[config.mk]
export PLATFORM = sky130hd
export DESIGN_NAME = regfile_wb_queue
export DESIGN_NICKNAME = d
export VERILOG_FILES = /design/src/rtl/regfile_wb_queue.sv
export SDC_FILE = /design/constraint.sdc
export NUM_CORES = 2
export LEC_CHECK = 0
export BUFFER_PORTS_ARGS = -buffer_cell sky130_fd_sc_hd__buf_2
export CORE_AREA = 2 2 327 248
export CTS_CLUSTER_SIZE = 8
export DETAILED_ROUTE_END_ITERATION = 8
export DIE_AREA = 0 0 329 250
export GPL_TIMING_DRIVEN = 1
export MAX_ROUTING_LAYER = met4
export PLACE_DENSITY = 0.76
export RECOVER_POWER = 25
export SYNTH_ARGS = -nofsm -noshare
export SYNTH_HDL_FRONTEND = slang
export SYNTH_SLANG_ARGS = --single-unit
[constraint.sdc]
create_clock -name clk -period 12.46 [get_ports clk]
set_input_delay 1.246 -clock clk [delete_from_list [all_inputs] [get_ports clk]]
set_output_delay 1.246 -clock clk [all_outputs]
set_load 0.02 [all_outputs]
[src/rtl/regfile_wb_queue.sv]
// Write-back queue feeding the vector register file write port.
// Buffers results in a small FIFO and exposes pending-write and forwarding views.
module regfile_wb_queue #(
  parameter int DATA_W = 128,
  parameter int ADDR_W = 5,
  parameter int DEPTH  = 4
) (
  input  logic                         clk,
  input  logic                         rst_n,
  input  logic                         in_valid,
  output logic                         in_ready,
  input  logic [ADDR_W-1:0]            in_addr,
  input  logic [DATA_W-1:0]            in_data,
  input  logic                         drain_en,
  output logic                         wr_en,
  output logic [ADDR_W-1:0]            wr_addr,
  output logic [DATA_W-1:0]            wr_data,
  output logic [2**ADDR_W-1:0]         pend_mask,
  input  logic [ADDR_W-1:0]            fwd_addr,
  output logic                         fwd_hit,
  output logic [DATA_W-1:0]            fwd_data,
  output logic [$clog2(DEPTH+1)-1:0]   count,
  output logic                         empty
);

  localparam int PTR_W = $clog2(DEPTH);
  localparam int CNT_W = $clog2(DEPTH+1);
  localparam int NREG  = 2**ADDR_W;

  logic [ADDR_W-1:0] addr_q [DEPTH];
  logic [DATA_W-1:0] data_q [DEPTH];
  logic [DEPTH-1:0]  valid_q;
  logic [PTR_W-1:0]  head_q;
  logic [PTR_W-1:0]  tail_q;
  logic [CNT_W-1:0]  count_q;
  logic              wr_en_q;
  logic [ADDR_W-1:0] wr_addr_q;
  logic [DATA_W-1:0] wr_data_q;

  logic              full;
  logic              push;
  logic              pop;
  logic [NREG-1:0]   pend_mask_d;
  logic              fwd_hit_d;
  logic [DATA_W-1:0] fwd_data_d;
  logic [PTR_W-1:0]  fwd_idx;

  assign full  = (count_q == CNT_W'(DEPTH));
  assign empty = (count_q == '0);
  assign push  = in_valid && !full;
  assign pop   = drain_en && !empty;

  assign in_ready = !full;
  assign count    = count_q;
  assign wr_en    = wr_en_q;
  assign wr_addr  = wr_addr_q;
  assign wr_data  = wr_data_q;

  // Entry payload needs no reset; occupancy is tracked by valid_q.
  always_ff @(posedge clk) begin
    if (push) begin
      addr_q[tail_q] <= in_addr;
      data_q[tail_q] <= in_data;
    end
  end

  always_ff @(posedge clk) begin
    if (!rst_n) begin
      valid_q   <= '0;
      head_q    <= '0;
      tail_q    <= '0;
      count_q   <= '0;
      wr_en_q   <= 1'b0;
      wr_addr_q <= '0;
      wr_data_q <= '0;
    end else begin
      // Push and pop never target the same slot: that needs count 0 or DEPTH.
      if (push) begin
        valid_q[tail_q] <= 1'b1;
        tail_q          <= tail_q + PTR_W'(1);
      end
      if (pop) begin
        valid_q[head_q] <= 1'b0;
        head_q          <= head_q + PTR_W'(1);
        wr_en_q         <= 1'b1;
        wr_addr_q       <= addr_q[head_q];
        wr_data_q       <= data_q[head_q];
      end else begin
        wr_en_q <= 1'b0;
      end
      case ({push, pop})
        2'b10:   count_q <= count_q + CNT_W'(1);
        2'b01:   count_q <= count_q - CNT_W'(1);
        default: count_q <= count_q;
      endcase
    end
  end

  always_comb begin
    pend_mask_d = '0;
    for (int i = 0; i < DEPTH; i++) begin
      if (valid_q[i]) pend_mask_d[addr_q[i]] = 1'b1;
    end
    if (wr_en_q) pend_mask_d[wr_addr_q] = 1'b1;
  end
  assign pend_mask = pend_mask_d;

  // Scan oldest to youngest so the youngest match overrides earlier ones.
  always_comb begin
    fwd_hit_d  = 1'b0;
    fwd_data_d = '0;
    fwd_idx    = '0;
    if (wr_en_q && (wr_addr_q == fwd_addr)) begin
      fwd_hit_d  = 1'b1;
      fwd_data_d = wr_data_q;
    end
    for (int k = 0; k < DEPTH; k++) begin
      fwd_idx = head_q + PTR_W'(k);
      if (valid_q[fwd_idx] && (addr_q[fwd_idx] == fwd_addr)) begin
        fwd_hit_d  = 1'b1;
        fwd_data_d = data_q[fwd_idx];
      end
    end
  end
  assign fwd_hit  = fwd_hit_d;
  assign fwd_data = fwd_data_d;

endmodule

==> impl_metrics.toml <==
[placed_design]
dp_slack_ns = 5.512
dp_hpwl_um = 79400
io_buffers = 441
gp_congestion = 0.9351

[sta]
rsz0062_at_grt = "no"
fin_skew_ns = 0.03029
fin_crit_ns = 7.618
finalHoldViolations = 0
setup_viol = 0
max_freq_mhz = 131.3
fin_ws_ns = 4.842
maxSlewHeadroom_pct = 15.22
whs_ns = 0.4843
post-route-period-util_pct = 61.14
finalSetupTns_ns = 0
slew_violations = 0
worstMarginPinSlew_ns = 1.272

[cts]
cts_tree = "done"
cts_resized = 0
post_cts_buffers = 0
cts-hold-fix-buffers = 0
cts_sinks = 679
htreeDepth = 3
cts.clk_slew.worst_paths_ns = 0.06
clock_path_buffers = 3
insertion_delay_ns = 0.66
cts-root-buf = "clkbuf_16"
cts_buffers = 95

[route]
num_vias = 34480
drc = 0
post_drt_wl_per_cell_um = 28.86
firstDrtPassIters = 8
drtIter0Drc = 4785
viasPerCell = 7.259
routed_wl_um = 137100
ant_nets = 0

[synthesis]
syn_avg_cell_area_um2 = 12.77
synth_fp_nets = 3528
ys_seq_area_share_pct = 43.87
synth_area_leaders = "edfxtp_1, mux4_2, dfxtp_1"
synth_edf_count = 532
syn_area_um2 = 43120
async_flop_share_pct = 0
yosys.area.top_type_share_pct = 37.05
syn_inst = 3376
yosys_most_used_dff = "edfxtp_1"
synth-seq-cells = 679
ys_types = 62
yosysTopAreaCell = "edfxtp_1"
synth_warnings = 0

[min_path]
hold_class = "reg2reg"
hold-path-cell-count = 2

[global_route]
first_global_vias = 32990
grt_pass1_wl_um = 205800
overflow = 0
antenna_found_initial = 24
grt_max_degree = 132
grt_usage_pct = 33.75

[setup_path]
worst-endpoint-required_ns = 11.21
critPathLaunchType = "register"
crit_type = "reg2out"
critPathMaxFanout = 68
cp_data_arrival_time_ns = 6.37
worstSetupEndpointType = "output pin"
reg2regPathDepth = 5

[finish]
nNetsFinal = 3733
fillers = 5989
final_common_cell = "edfxtp_1"
syn_to_final_growth_pct = 11.98
layout_common_cells = "edfxtp_1, mux4_2, nand2_1, a21oi_1, buf_2"
drive_gt1_share_pct = 29.52

[power_and_ir_drop]
powerDensity_nw_per_um2 = 202.9
power.leakage_nw = 15.60
ir_drop_mv = 0.1823

[job]
max-cap-violations = 0

[floorplan]
fp.dieH_um = 250
ios = 442
core-area_um2 = 79390
die-area_um2 = 82250
dieWidth_um = 329
num_rows = 90
initial_utilization_pct = 54.31

[status]
outcome = "completed"
report_power, final:
| group | leakage, nW | internal (mW) | switching (mW) |
|---|---|---|---|
| sequential | 6.08 | 2.79 | 0.373 |
| clock | 1.34 | 1.48 | 1.01 |
| combinational | 8.18 | 1.91 | 2.24 |
| total | 15.6 | 6.18 | 3.62 |
cells by family after synthesis:
family                     synth area share (%)
and+or+nand+nor                           9.083
AOI/OAI and AO/OA                         11.44
DFF                                       43.87
muxes                                     30.55
buffers and inverters                     4.071
xor gates and xnor gates                 0.6703
adders and majority gates                0.3076
area by class of cell:
class / count / area, µm² / share of cell area [%]
Multi-Input combinational cell: 2304 / 22560 / 46.73
Sequential cell: 679 / 18930 / 39.21
Clock buffer: 173 / 2744 / 5.683
Timing Repair Buffer: 491 / 2516 / 5.211
Tap cell: 1058 / 1324 / 2.742
Clock inverter: 5 / 91.34 / 0.1892
Antenna cell: 29 / 72.57 / 0.1503
Inverter: 10 / 42.54 / 0.08810
metal layers:
layer | share of wire, % | GRT usage, % | vias up
met2 | 47 | 49.35 | 2797
met3 | 13 | 9.292 | 423
met5 | 0 | - | -
met4 | 4.1 | 14.43 | 0
li1 | - | - | 14070
met1 | 36 | 44.52 | 17190
worst max-delay path, cell delays in order (launching register included):
cell and delay (ns):
dfxtp_4 0.96, inv_1 0.30, ha_4 0.99, mux4_2 0.43, xnor2_1 0.16, nand2_1 0.13, a211o_4 0.62, nand2_8 0.64
buf_4 0.78, o221ai_1 0.27, buf_2 0.23
through the flow:
step | instance area, µm² | instances | util [%] | power [mW]
2_1_floorplan | 43120 | 3376 | - | 6.337
4_1_cts | 48350 | 4720 | 60.90 | 9.784
3_5_place_dp | 45510 | 4542 | 57.33 | 7.306
5_1_grt | 48270 | 4744 | 60.81 | 10.19
6_report | 48290 | 4749 | 60.82 | 9.796
3_3_place_gp | 45510 | 4542 | 57.33 | 7.218
state kept, by name (all words and copies together) (netlist names), named ones only:
| signal | cells |
|---|---|
| data_q | 512 |
| tail_q | 2 |
| wr_en | 1 |
| wr_addr | 5 |
| count | 3 |
| addr_q | 20 |
| valid_q | 4 |
| wr_data | 128 |
| head_q | 2 |
Yosys cell counts, drive strengths merged (44+ instances only):
library cell,n
dfxtp,147
a21boi,135
buf,141
a21oi,389
clkbuf,242
edfxtp,532
nand3,287
mux2i,143
mux4,519
nand2,428
o221ai,142
nor2,44
worst paths after layout:
path | start | to | slack, ns
max | head_q[0] | fwd_data[90] | 4.84
max reg2reg | count[0] | data_q[3][52] | 8.93
min | wr_data[7] | wr_data[7] | 0.48
min reg2reg | wr_data[7] | wr_data[7] | 0.48
No activity file was read; power rests on OpenSTA's default activity.
